===== src/rtl/adder_seq_pkg.sv =====
// Shared definitions for the wide-add sequencer: FSM states, byte width and counter sizing.
package adder_seq_pkg;

    localparam int BYTE_W = 8;

    typedef enum logic [1:0] {
        IDLE = 2'd0,
        RUN  = 2'd1,
        DONE = 2'd2
    } state_e;

    function automatic int cnt_width(input int words);
        int w;
        w = $clog2(words);
        return (w < 1) ? 1 : w;
    endfunction

endpackage


===== src/rtl/adder_seq_ctrl_byte_shift_reg.sv =====
// W-bit register that parallel-loads and shifts right by one byte, inserting a new byte at the MSB end.
module byte_shift_reg
    import adder_seq_pkg::*;
#(
    parameter int WORDS = 4
) (
    input  logic                      clk,
    input  logic                      rst_n,
    input  logic                      load_i,
    input  logic                      shift_i,
    input  logic [WORDS*BYTE_W-1:0]   load_data_i,
    input  logic [BYTE_W-1:0]         shift_in_i,
    output logic [WORDS*BYTE_W-1:0]   q_o
);

    localparam int W = WORDS * BYTE_W;

    logic [W-1:0] q_q;
    logic [W-1:0] q_d;
    logic [W-1:0] shifted;

    generate
        if (WORDS == 1) begin : g_single
            assign shifted = shift_in_i;
        end else begin : g_multi
            assign shifted = {shift_in_i, q_q[W-1:BYTE_W]};
        end
    endgenerate

    always_comb begin
        q_d = q_q;
        if (load_i) begin
            q_d = load_data_i;
        end else if (shift_i) begin
            q_d = shifted;
        end
    end

    always_ff @(posedge clk or negedge rst_n) begin
        if (!rst_n) begin
            q_q <= '0;
        end else begin
            q_q <= q_d;
        end
    end

    assign q_o = q_q;

endmodule


===== src/rtl/adder_seq_ctrl.sv =====
// Drives an external 8-bit adder one byte per cycle to build a WORDS*8-bit add, carry chained LSB first.
// Optional subtract mode (in_sub port, B inverted, carry-in forced 1) when ADD_SEQ_SUB_EN is defined.
module adder_seq_ctrl
    import adder_seq_pkg::*;
#(
    parameter int WORDS = 4
) (
    input  logic                      clk,
    input  logic                      rst_n,
    input  logic                      in_valid,
    output logic                      in_ready,
    input  logic [WORDS*BYTE_W-1:0]   in_a,
    input  logic [WORDS*BYTE_W-1:0]   in_b,
    input  logic                      in_cin,
`ifdef ADD_SEQ_SUB_EN
    input  logic                      in_sub,
`endif
    output logic                      out_valid,
    input  logic                      out_ready,
    output logic [WORDS*BYTE_W-1:0]   out_sum,
    output logic                      out_cout,
    output logic [BYTE_W-1:0]         add_a,
    output logic [BYTE_W-1:0]         add_b,
    output logic                      add_cin,
    input  logic [BYTE_W-1:0]         add_s,
    input  logic                      add_cout
);

    localparam int W  = WORDS * BYTE_W;
    localparam int CW = cnt_width(WORDS);
    localparam logic [CW-1:0] LAST_CNT = CW'(WORDS - 1);

    state_e        state_q;
    logic [CW-1:0] cnt_q;
    logic [CW-1:0] cnt_d;
    logic          carry_q;
    logic          cout_q;
    logic          in_ready_q;
    logic          out_valid_q;
    logic          carry_init;
    logic          accept;
    logic          running;
    logic [W-1:0]  a_q;
    logic [W-1:0]  b_q;
    logic [W-1:0]  res_q;
    logic [BYTE_W-1:0] b_byte;
    logic          unused_hi_bytes;

    assign accept  = (state_q == IDLE) && in_valid;
    assign running = (state_q == RUN);
    assign cnt_d   = cnt_q + CW'(1);

`ifdef ADD_SEQ_SUB_EN
    logic sub_q;

    assign carry_init = in_sub ? 1'b1 : in_cin;
    assign b_byte     = sub_q ? ~b_q[BYTE_W-1:0] : b_q[BYTE_W-1:0];

    always_ff @(posedge clk or negedge rst_n) begin
        if (!rst_n) begin
            sub_q <= 1'b0;
        end else if (accept) begin
            sub_q <= in_sub;
        end
    end
`else
    assign carry_init = in_cin;
    assign b_byte     = b_q[BYTE_W-1:0];
`endif

    // Operands shift down a byte per RUN cycle so the active byte is always at the bottom.
    byte_shift_reg #(.WORDS(WORDS)) u_opa (
        .clk         (clk),
        .rst_n       (rst_n),
        .load_i      (accept),
        .shift_i     (running),
        .load_data_i (in_a),
        .shift_in_i  ('0),
        .q_o         (a_q)
    );

    byte_shift_reg #(.WORDS(WORDS)) u_opb (
        .clk         (clk),
        .rst_n       (rst_n),
        .load_i      (accept),
        .shift_i     (running),
        .load_data_i (in_b),
        .shift_in_i  ('0),
        .q_o         (b_q)
    );

    // Sum bytes enter at the MSB; after WORDS shifts byte 0 has reached the LSB.
    byte_shift_reg #(.WORDS(WORDS)) u_res (
        .clk         (clk),
        .rst_n       (rst_n),
        .load_i      (1'b0),
        .shift_i     (running),
        .load_data_i ('0),
        .shift_in_i  (add_s),
        .q_o         (res_q)
    );

    assign unused_hi_bytes = ^{a_q, b_q};

    always_ff @(posedge clk or negedge rst_n) begin
        if (!rst_n) begin
            state_q     <= IDLE;
            cnt_q       <= '0;
            carry_q     <= 1'b0;
            cout_q      <= 1'b0;
            in_ready_q  <= 1'b1;
            out_valid_q <= 1'b0;
        end else begin
            case (state_q)
                IDLE: begin
                    if (in_valid) begin
                        state_q    <= RUN;
                        cnt_q      <= '0;
                        carry_q    <= carry_init;
                        in_ready_q <= 1'b0;
                    end
                end
                RUN: begin
                    carry_q <= add_cout;
                    cnt_q   <= cnt_d;
                    if (cnt_q == LAST_CNT) begin
                        state_q     <= DONE;
                        cnt_q       <= '0;
                        cout_q      <= add_cout;
                        out_valid_q <= 1'b1;
                    end
                end
                DONE: begin
                    if (out_ready) begin
                        state_q     <= IDLE;
                        out_valid_q <= 1'b0;
                        in_ready_q  <= 1'b1;
                    end
                end
                default: begin
                    state_q     <= IDLE;
                    in_ready_q  <= 1'b1;
                    out_valid_q <= 1'b0;
                end
            endcase
        end
    end

    assign in_ready  = in_ready_q;
    assign out_valid = out_valid_q;
    assign out_sum   = res_q;
    assign out_cout  = cout_q;
    assign add_a     = running ? a_q[BYTE_W-1:0] : '0;
    assign add_b     = running ? b_byte : '0;
    assign add_cin   = running ? carry_q : 1'b0;

endmodule


===== config.mk =====
export PLATFORM = sky130hd
export DESIGN_NAME = adder_seq_ctrl
export DESIGN_NICKNAME = d
export VERILOG_FILES = /design/src/rtl/adder_seq_pkg.sv /design/src/rtl/adder_seq_ctrl_byte_shift_reg.sv /design/src/rtl/adder_seq_ctrl.sv
export SDC_FILE = /design/constraint.sdc
export NUM_CORES = 1
export LEC_CHECK = 0
export CORE_MARGIN = 1.5
export CORE_UTILIZATION = 40
export CTS_CLUSTER_DIAMETER = 80
export CTS_CLUSTER_SIZE = 24
export DETAILED_ROUTE_END_ITERATION = 16
export DONT_BUFFER_PORTS = 1
export GPL_TIMING_DRIVEN = 0
export SYNTH_ARGS = -nofsm -noshare
export SYNTH_HDL_FRONTEND = slang
export SYNTH_HIERARCHICAL = 1
export SYNTH_SLANG_ARGS = --single-unit

===== constraint.sdc =====
create_clock -name clk -period 1.5 [get_ports clk]
set_clock_uncertainty 0.05 [all_clocks]
set_input_delay 0.3 -clock clk [delete_from_list [all_inputs] [get_ports clk]]
set_output_delay 0.3 -clock clk [all_outputs]
set_load 0.01 [all_outputs]

Word level (Yosys, flattened, before mapping)
Cells that the tools add are included.
{"block": "word_totals", "output_inout_bits": 52, "mem_bits_ro": 0, "n_memories": 0, "latchBits": 0, "ram_bits": 0, "register_bits": 104, "input_bits": 78}
{"block": "op_classes", "eq_ne": 6, "multipliers": 0, "reduce_logical": 9, "div_mod_pow": 0, "addsub": 1, "n_shift": 0, "order_cmp": 0, "muxes": 22, "bitwise": 2}
{"operator": "two-way mux 32 bit", "count": 4}
{"operator": "two-way mux 8 bit", "count": 2}
{"operator": "two-way mux 2 bit", "count": 5}
{"operator": "AND reduction 3 bit", "count": 3}
{"operator": "two-way mux 1 bit", "count": 6}
{"operator": "one-hot mux 1 bit (3 select lines)", "count": 2}
{"operator": "one-hot mux 2 bit (3 select lines)", "count": 1}
{"operator": "== test 2 bit (second input constant)", "count": 2}
{"operator": "inequality test 2 bit (second input constant)", "count": 2}
{"operator": "one-hot mux 2 bit (2 select lines)", "count": 1}
{"operator": "AND reduction 2 bit", "count": 2}
{"operator": "nonzero test 2 bit", "count": 2}
{"operator": "adder 2 x 1 -> 2 bit (second input constant)", "count": 1}
{"operator": "== test 2 x 1 -> 1 bit (second input constant)", "count": 1}
{"operator": "logical NOT 2 bit", "count": 1}
{"operator": "inequality test 2 x 1 -> 1 bit (second input constant)", "count": 1}
{"operator": "inverter 1 bit", "count": 2}
{"operator": "one-hot mux 1 bit (2 select lines)", "count": 1}
{"operator": "logical AND 1 bit", "count": 1}

Logic depth before layout (Yosys ltp)
Gate-level depths: netlist of run 1.
{"block": "depth", "ltp_word": 3, "depth_mapped": 7}

Modules after synthesis
The synthesis of run 1 kept the hierarchy.
{"mod": "byte_shift_reg", "cells_each": 139, "area_each_um2": 1515.2, "n_inst": 3}
{"mod": "adder_seq_ctrl", "cells_each": 59, "area_each_um2": 511.7, "n_inst": 1}

Worst setup path before layout of run 1
No wires, ideal clock.
{"block": "synth_timing", "path_type": "register to register", "from": "register state_q[1]", "to": "register u_opa.q_q[11] (netlist: u_opa/q_o[11])", "stages_incl_launch_ff": 8, "slack_ps": -66, "required_time_ps": 1330, "synth_period_minus_slack_ps": 1566, "t_arrival_ps": 1396, "path_cell_list": "dfrtp_1 > buf_2 > nor2b_4 > buf_2 > buf_6 > buf_12 > mux2i_1 > o21ai_2"}
{"block": "synth_between", "word_cells_on_any_way": 5, "classes_between": "eq/ne: 1; mux: 1; reduce/logical: 3"}
{"element": "start: declaration", "line_no": "adder_seq_ctrl.sv:33", "rtl": "state_e state_q;"}
{"element": "start signal: assignment", "line_no": "adder_seq_ctrl.sv:107", "rtl": "state_q <= IDLE;"}
{"element": "start signal: assignment", "line_no": "adder_seq_ctrl.sv:117", "rtl": "state_q <= RUN;"}
{"element": "start signal: assignment", "line_no": "adder_seq_ctrl.sv:127", "rtl": "state_q <= DONE;"}
{"element": "== test 2 x 1 -> 1 bit", "line_no": "adder_seq_ctrl.sv:50", "rtl": "assign running = (state_q == RUN);"}
{"element": "via running", "line_no": "adder_seq_ctrl.sv:42", "rtl": "logic running;"}
{"element": "nonzero test 2 bit (no source line)"}
{"element": "end signal: assignment", "line_no": "adder_seq_ctrl_byte_shift_reg.sv:43", "rtl": "q_q <= q_d;"}
{"element": "end: declaration", "line_no": "adder_seq_ctrl_byte_shift_reg.sv:18", "rtl": "logic [W-1:0] q_q;"}
The timed path passes the listed nets, and every way through them passes these cells.
A chain may end at the register's enable or synchronous reset.

Final worst setup path of run 1
{"block": "layout_timing", "from": "register state_q[1]", "to": "output port add_b[5]"}
{"block": "layout_between", "elab_chain_len": 2}
{"element": "== test 2 x 1 -> 1 bit", "line_no": "adder_seq_ctrl.sv:50"}
{"element": "via running", "line_no": "adder_seq_ctrl.sv:42"}
{"element": "two-way mux 8 bit", "line_no": "adder_seq_ctrl.sv:154", "rtl": "assign add_b = running ? b_byte : '0;"}
{"element": "end: declaration", "line_no": "adder_seq_ctrl.sv:23", "rtl": "output logic [BYTE_W-1:0] add_b,"}
The timed path passes the listed nets, and every way through them passes these cells.

==> flow_metrics.env, run 1 <==
export IMPL_slew_violations=0
export IMPL_fin_hold_ws_ps=-410
export IMPL_dp_cells=692
export IMPL_cts_buffers=9
export IMPL_p_seq_share_pct=29.7
export IMPL_synth_largest_area_cell="dfrtp_1"
export IMPL_clk_pin_slew_ps=70
export IMPL_grt_usage_pct=22.3
export IMPL_ant_nets=0
export IMPL_avgSynthCellArea_um2=10.6
export IMPL_vias=3812
export IMPL_grt_pass1_wl_um=22400
export IMPL_critPathMaxFanout=6
export IMPL_dpl_hpwl_um=8140
export IMPL_path_class="reg -> out"
export IMPL_cts_root_buf="clkbuf_16"
export IMPL_grt_ovfl_total=0
export IMPL_r2r_slack_ps=-210
export IMPL_hold_viol=104
export IMPL_diodes=0
export IMPL_dpl_cell_area_um2=5450
export IMPL_ys_top_cells_by_area="dfrtp_1 51%, mux2i_1 19%, o21ai_1 8.3%"
export IMPL_fillCellCount=1048
export IMPL_clock_sinks=104
export IMPL_power_switching_w=0.00607
export IMPL_start_util_pct=41.6
export IMPL_synthDistinctLibCells=26
export IMPL_area_growth_pct=41.0
export IMPL_drt_wirelength_per_cell_um=18.6
export IMPL_nNetsFinal=672
export IMPL_io_buffers=0
export IMPL_holdCritPathClass="in -> async"
export IMPL_htreeDepth=3
export IMPL_fmax_mhz=581
export IMPL_grt_setup_unrepaired="true"
export IMPL_first_pass_iters=4
export IMPL_die_w_um=115
export IMPL_synthCells=476
export IMPL_yosys_area_top_type_share_pct=51.0
export IMPL_period_needed_ps=1720
export IMPL_p_sw_share_pct=35.1
export IMPL_drive_above_1_share_pct=28.8
export IMPL_hold_buffers=3
export IMPL_clockBufferDepth=2
export IMPL_critPathCaptureType="primary output"
export IMPL_cp_start_kind="register"
export IMPL_fin_ws_ps=-221
export IMPL_fin_area_um2=7130
export IMPL_wl_um=14200
export IMPL_antenna_found_initial=0
export IMPL_drv_cap=0
export IMPL_stdcell_count=765
export IMPL_cts_tree="done"
export IMPL_dieArea_um2=13300
export IMPL_utilization_pct=58.6
export IMPL_yosys_warnings=6
export IMPL_cp_required_ps=1150
export IMPL_cp_arrival_ps=1370
export IMPL_io_pins=130
export IMPL_p_comb_share_pct=56.0
export IMPL_status="complete, but fails checks"
export IMPL_grt_pass1_vias=4087
export IMPL_violations="hold timing, setup timing"
export IMPL_coreArea_um2=12200
export IMPL_p_clk_share_pct=14.3
export IMPL_fp_dieH_um=115
export IMPL_ys_ff_latch=104
export IMPL_power_density_nw_per_um2=2430
export IMPL_synth_seq_area_share_pct=51.5
export IMPL_fin_crit_sh_pct=115
export IMPL_grt_max_degree=105
export IMPL_insertion_delay_ps=350
export IMPL_setup_viol=113
export IMPL_std_cell_rows=40
export IMPL_drcViolationCount=0
export IMPL_intPower_w=0.0112
export IMPL_first_iter_violations=189
export IMPL_syn_area_um2=5060
export IMPL_ir_drop_mv=0.933
export IMPL_p_leak_nw=3.34
export IMPL_place_gp_congestion=0.825
export IMPL_via_per_inst=4.98
final timing paths:
check,cells after the start,to,start
max,4,add_b[5],state_q[1]
min,0,u_res/q_o[10],rst_n
max reg2reg,8,u_opa/q_o[11],state_q[1]
min reg2reg,2,carry_q,carry_q
max in group asynchronous,0,in_ready,rst_n
min in group clk,2,u_opb/q_o[3],in_b[3]
cell type report:
cell class                      count  area (um^2)  share of cell area, %
Buffer                             34          494                   6.93
Clock buffer                       13          270                   3.79
Clock inverter                      2         37.5                  0.526
Inverter                            2         7.51                  0.105
Multi-Input combinational cell    381         2500                   35.1
Sequential cell                   104         2600                   36.5
Tap cell                          168          210                   2.95
Timing Repair Buffer               61         1000                   14.1
kinds of logic (layout without fill, tap and decap cells):
| kind of cell | after synthesis | count (layout) | synth area share (%) |
|---|---|---|---|
| simple gates | 128 | 128 | 10.8 |
| compound gates | 105 | 105 | 11.0 |
| flops | 104 | 104 | 51.5 |
| mux | 98 | 98 | 19.5 |
| buf+inv | 39 | 112 | 6.90 |
| fa+ha+maj | 1 | 1 | 0.247 |
| other cells | 1 | 49 | 0.0741 |
worst max-delay path: stages (launching register included):
cell and delay [ps]:
dfrtp_1 420, nor2b_4 180, buf_8 130, buf_12 120, and2_4 180
state kept, by name (all words and copies together), names as in the netlist:
register / flops
cnt_q: 2
state_q: 2
u_opa/q_o: 32
u_opb/q_o: 32
out_cout: 1
out_valid: 1
u_res/q_o: 32
carry_q: 1
in_ready: 1
routing by layer:
layer	part of all wire (%)	track usage [%]	wire (um)	up-vias
li1	-	-	-	1823
met1	41	26.9	5780	1879
met2	52	39.2	7410	95
met3	5.3	5.07	758	15
met4	1.7	7.65	246	0
met5	0	0	0	-
power by group through the flow:
stage / combinational, W / sequential [W] / clock, W
2_1_floorplan: 0.00495 / 0.00472 / 0
3_3_place_gp: 0.00560 / 0.00498 / 0
3_5_place_dp: 0.00578 / 0.00503 / 0
4_1_cts: 0.00960 / 0.00502 / 0.00251
5_1_grt: 0.0103 / 0.00528 / 0.00264
6_report: 0.00969 / 0.00514 / 0.00247
metrics by stage:
stage          setup TNS (ps)  worst slack [ps]  power [W]
2_1_floorplan               0              5.82    0.00967
5_1_grt                -21600              -277     0.0183
3_3_place_gp           -20400              -286     0.0106
6_report               -14330              -221     0.0173
4_1_cts                -20100              -269     0.0171
3_5_place_dp           -20900              -296     0.0108
repair_timing:
item	4_1_cts	5_1_grt
endpoints found under the hold margin	107	104
gates resized for setup	139	23
setup endpoints to repair	112	113
buffers inserted	37	6
pin swaps	28	16
cloned	20	4
cells in the final DEF, fill, tap and decap left out, types with 4 or more instances in the layout:
cell type | netlist | layout
clkbuf_16 | 0 | 13
conb_1 | 1 | 49
buf_4 | 1 | 12
o21ai_2 | 6 | 17
buf_6 | 3 | 17
buf_16 | 0 | 10
buf_2 | 23 | 7
buf_12 | 9 | 29
mux2i_1 | 97 | 84
o21ai_1 | 84 | 79
buf_8 | 0 | 13
mux2i_4 | 0 | 4
nand2_1 | 102 | 88
mux2i_2 | 0 | 9
nand2_2 | 1 | 14
nor2_1 | 5 | 5
and2_4 | 0 | 17
dfrtp_1 | 103 | 103
synthesized netlist by cell type, drive strengths merged:
library cell  instances
a21oi                 3
a22oi                 1
and2                 17
buf                  36
clkbuf                1
conb                  1
dfrtp               103
dfstp                 1
ha                    1
inv                   2
mux2                  1
mux2i                97
nand2               103
nor2                  5
nor2b                 1
nor3b                 1
nor4bb                1
o21ai                99
o22a                  1
o31ai                 1
(Power assumes the default switching activity.)
==> inputs of run 2 (changes only) <==
--- a/config.mk
+++ b/config.mk
@@ -12,7 +12,9 @@
 export DETAILED_ROUTE_END_ITERATION = 16
 export DONT_BUFFER_PORTS = 1
 export GPL_TIMING_DRIVEN = 0
+export RECOVER_POWER = 50
 export SYNTH_ARGS = -nofsm -noshare
 export SYNTH_HDL_FRONTEND = slang
 export SYNTH_HIERARCHICAL = 1
 export SYNTH_SLANG_ARGS = --single-unit
+export TNS_END_PERCENT = 30
==> flow_metrics.env, run 2 (same netlist as run 1, synthesis figures left out) <==
export IMPL_period_needed_ps=1720
export IMPL_grt_usage_pct=20.4
export IMPL_multiInputGateArea_um2=2430
export IMPL_seq_area_um2=2600
export IMPL_utilization_pct=55.2
export IMPL_die_w_um=115
export IMPL_grt_pass1_vias=3824
export IMPL_cp_arrival_ps=1370
export IMPL_clk_pin_slew_ps=70
export IMPL_fin_crit_sh_pct=115
export IMPL_first_iter_violations=168
export IMPL_cp_start_kind="register"
export IMPL_vias=3669
export IMPL_cts_buffers=9
export IMPL_fillCellCount=1091
export IMPL_final_common_cell="dfrtp_1"
export IMPL_slew_violations=0
export IMPL_fin_setup_tns_ps=-12800
export IMPL_critPathMaxFanout=6
export IMPL_hold_viol=104
export IMPL_dieArea_um2=13300
export IMPL_clock_sinks=104
export IMPL_fmax_mhz=582
export IMPL_coreArea_um2=12200
export IMPL_drt_wirelength_per_cell_um=17.4
export IMPL_diodes=0
export IMPL_grt_ovfl_total=0
export IMPL_mostFrequentLayoutCells="103 x dfrtp_1, 100 x nand2_1, 89 x mux2i_1"
export IMPL_grt_setup_unrepaired="true"
export IMPL_drive_above_1_share_pct=23.7
export IMPL_clockBufferDepth=2
export IMPL_wl_um=13000
export IMPL_status="complete, but fails checks"
export IMPL_path_class="reg -> out"
export IMPL_grt_pass1_wl_um=20600
export IMPL_start_util_pct=41.6
export IMPL_violations="hold timing, setup timing"
export IMPL_p_total_w=0.0162
export IMPL_cts_root_buf="clkbuf_16"
export IMPL_ant_nets=0
export IMPL_p_comb_share_pct=53.5
export IMPL_antenna_found_initial=0
export IMPL_io_pins=130
export IMPL_first_pass_iters=4
export IMPL_power_density_nw_per_um2=2410
export IMPL_place_gp_congestion=0.825
export IMPL_critPathCaptureType="primary output"
export IMPL_intPower_w=0.0105
export IMPL_ir_drop_mv=0.895
export IMPL_drv_cap=0
export IMPL_io_buffers=0
export IMPL_area_growth_pct=32.8
export IMPL_p_seq_share_pct=31.4
export IMPL_p_clk_share_pct=15.1
export IMPL_holdCritPathClass="in -> async"
export IMPL_fin_hold_ws_ps=-409
export IMPL_setup_viol=112
export IMPL_pre_cts_slack_ps=-296
export IMPL_hold_buffers=1
export IMPL_p_leak_nw=3.18
export IMPL_fin_ws_ps=-218
export IMPL_power_switching_w=0.00566
export IMPL_htreeDepth=3
export IMPL_grt_max_degree=105
export IMPL_cp_required_ps=1150
export IMPL_nNetsFinal=653
export IMPL_r2r_slack_ps=-190
export IMPL_drcViolationCount=0
export IMPL_p_sw_share_pct=34.9
export IMPL_insertion_delay_ps=350
export IMPL_std_cell_rows=40
export IMPL_dpl_hpwl_um=8140
export IMPL_via_per_inst=4.92
export IMPL_fp_dieH_um=115
export IMPL_cts_tree="done"
==> run 2: changes by cell type in the layout (fill, tap and decap cells not counted), moves of 2 or more <==
cell	change
buf_12	-7
buf_6	-8
mux2i_1	+5
buf_16	-4
dlygate4sd3_1	-2
nand2_1	+12
nand2_2	-11
mux2i_2	-3
mux2i_4	-2
==> run 2: layer usage <==
layer / part of all wire (%) / global-route usage [%] / vias up
met5: 0 / 0 / -
met4: 1.9 / 8.07 / 0
met3: 5.9 / 5.28 / 16
met2: 51 / 34.2 / 92
met1: 42 / 25.3 / 1773
li1: - / - / 1788
==> run 2: path summary, 6_finish.rpt <==
kind,start,end,depth (start not counted)
setup reg to reg,state_q[1],u_opa/q_o[11],8
setup / recovery,state_q[1],add_a[0],4
max in group asynchronous,rst_n,in_ready,0
hold / removal,rst_n,u_res/q_o[10],0
min in group clk,in_a[30],u_opa/q_o[30],2
hold reg to reg,carry_q,carry_q,2
==> run 2: repair_timing <==
item                                    CTS  global route
resized for setup                        93            31
pin swaps                                24             9
endpoints found under the setup margin  112           113
buffers inserted                         26             2
hold endpoints to repair                105           104
cloned                                   11             4
==> run 2: area by class of cell <==
class / count / area share, %
plain buffers: 34 / 7.28
clock buffers: 13 / 4.02
clock inverters: 2 / 0.559
inverters: 2 / 0.112
multi-input cells: 381 / 36.2
flip-flops and latches: 104 / 38.8
well taps: 168 / 3.13
repair buffers: 42 / 9.98
==> run 2: critical path, stage by stage (launching register included) <==
cell	delay, ps
dfrtp_1	420
nor2b_4	180
buf_8	130
buf_12	130
and2_4	160
==> run 2: power by group through the flow <==
stage	combinational, W	clock, W	sequential (W)
after floorplan	0.00495	0	0.00472
after global placement	0.00560	0	0.00498
after detailed placement	0.00578	0	0.00503
after CTS	0.00807	0.00251	0.00502
after global routing	0.00927	0.00263	0.00524
final	0.00865	0.00245	0.00509
==> run 2: stage by stage <==
step,cells,instance area [um^2]
after floorplan,524,5240
after global placement,692,5450
after CTS,743,6540
after global routing,746,6720
after detailed placement,692,5450
final,746,6720
==> inputs of run 3 (changes only) <==
--- a/config.mk
+++ b/config.mk
@@ -5,7 +5,8 @@
 export SDC_FILE = /design/constraint.sdc
 export NUM_CORES = 1
 export LEC_CHECK = 0
-export CORE_MARGIN = 1.5
+export ABC_AREA = 0
+export CORE_MARGIN = 3
 export CORE_UTILIZATION = 40
 export CTS_CLUSTER_DIAMETER = 80
 export CTS_CLUSTER_SIZE = 24
==> flow_metrics.env, run 3 (same netlist as run 1, synthesis figures left out) <==
export IMPL_io_pins=130
export IMPL_path_class="reg -> reg"
export IMPL_critPathMaxStageDelay_ps=440
export IMPL_clk_pin_slew_ps=70
export IMPL_drt_wirelength_per_cell_um=16.9
export IMPL_clockBufferDepth=2
export IMPL_antenna_found_initial=0
export IMPL_mostFrequentLayoutCells="102 x nand2_1, 102 x dfrtp_1, 88 x o21ai_1"
export IMPL_setup_viol=113
export IMPL_crit_slowest_cell="dfrtp_2"
export IMPL_critPathCaptureType="register"
export IMPL_cp_required_ps=1680
export IMPL_holdCritPathClass="in -> async"
export IMPL_area_growth_pct=23.6
export IMPL_drcViolationCount=0
export IMPL_via_per_inst=4.91
export IMPL_path_cells="nor2b_4, buf_8, buf_6, buf_6, buf_12, buf_12, buf_12, mux2i_1, o21ai_1"
export IMPL_hold_buffers=1
export IMPL_p_leak_nw=2.98
export IMPL_cp_arrival_ps=1930
export IMPL_cp_start_kind="register"
export IMPL_power_density_nw_per_um2=2420
export IMPL_diodes=0
export IMPL_fillCellCount=1102
export IMPL_grt_max_degree=105
export IMPL_critPathMaxFanout=5
export IMPL_htreeDepth=3
export IMPL_coreArea_um2=12200
export IMPL_period_needed_ps=1740
export IMPL_cts_tree="done"
export IMPL_drive_above_1_share_pct=19.7
export IMPL_dieArea_um2=14000
export IMPL_clock_sinks=104
export IMPL_wl_um=12300
export IMPL_cts_root_buf="clkbuf_16"
export IMPL_fin_setup_tns_ps=-17670
export IMPL_grt_pass1_vias=3636
export IMPL_vias=3566
export IMPL_grt_pass1_wl_um=19600
export IMPL_fmax_mhz=574
export IMPL_dp_cells=692
export IMPL_hold_viol=104
export IMPL_fp_dieH_um=118
export IMPL_worst_path_most_repeated_cell="buf_12"
export IMPL_std_cell_rows=40
export IMPL_die_w_um=118
export IMPL_fin_ws_ps=-243
export IMPL_place_gp_congestion=0.772
export IMPL_ant_nets=0
export IMPL_stdcell_count=727
export IMPL_slew_violations=0
export IMPL_cts_buffers=9
export IMPL_dpl_hpwl_um=8360
export IMPL_ir_drop_mv=1.19
export IMPL_first_pass_iters=4
export IMPL_multiInputGateArea_um2=2400
export IMPL_grt_usage_pct=17.5
export IMPL_insertion_delay_ps=350
export IMPL_fin_crit_sh_pct=116
export IMPL_grt_setup_unrepaired="true"
export IMPL_p_total_w=0.0151
export IMPL_io_buffers=0
export IMPL_status="complete, but fails checks"
export IMPL_fin_hold_ws_ps=-411
export IMPL_grt_ovfl_total=0
export IMPL_drv_cap=0
export IMPL_start_util_pct=41.6
export IMPL_nNetsFinal=633
export IMPL_first_iter_violations=152
export IMPL_violations="hold timing, setup timing"
export IMPL_seq_area_um2=2610
-- run 3: area by class of cell --
type / count / share of cell area [%]
well taps: 168 / 3.36
clock inverters: 4 / 1.22
repair buffers: 22 / 5.02
clock buffers: 12 / 4.10
inverters: 2 / 0.120
multi-input cells: 381 / 38.3
plain buffers: 34 / 6.16
flip-flops and latches: 104 / 41.7
-- run 3: power breakdown --
group / leakage (nW) / internal, W / switching, W
logic: 1.56 / 0.00422 / 0.00325
clock network: 0.159 / 0.00156 / 0.00105
registers: 1.25 / 0.00406 / 0.00101
-- run 3: worst paths after layout --
path | startpoint | to | slack [ps] | cells past startpoint
max in group asynchronous | rst_n | in_ready | 1610 | 0
min reg2reg | carry_q | carry_q | 480 | 2
min | rst_n | u_res/q_o[10] | -410 | 0
min in group clk | in_b[30] | u_opb/q_o[30] | 20 | 2
max reg2reg | state_q[1] | u_opb/q_o[19] | -240 | 9
max | state_q[1] | u_opb/q_o[19] | -240 | 9
-- run 3: worst max-delay path: cells and delay by family, from the launching register on --
| kind | cells | cell delay, ps |
|---|---|---|
| buffers and inverters | 6 | 680 |
| AND/OR/NAND/NOR | 1 | 160 |
| AO/OA/AOI/OAI | 1 | 80 |
| flip-flops | 1 | 440 |
| multiplexers | 1 | 210 |
-- run 3: what timing repair did --
| action | CTS | global route |
|---|---|---|
| endpoints found under the hold margin | 105 | 104 |
| buffers inserted | 12 | 3 |
| pin swaps | 18 | 4 |
| gates cloned | 2 | 4 |
| setup endpoints to repair | 112 | 113 |
| gates resized for setup | 52 | 19 |
-- run 3: stage by stage --
step                      area [um^2]  setup WS [ps]  util, %
after floorplan                  5240           5.82        -
after global placement           5450           -286     44.8
after detailed placement         5450           -316     44.8
after CTS                        6090           -268     50.1
after global routing             6250           -304     51.4
final                            6250           -243     51.4
-- run 3: metal layers --
metal,GRT usage (%),part of all wire (%)
met5,0,0
met4,6.30,1.6
met3,5.45,6.7
met2,29.2,50
met1,21.5,42
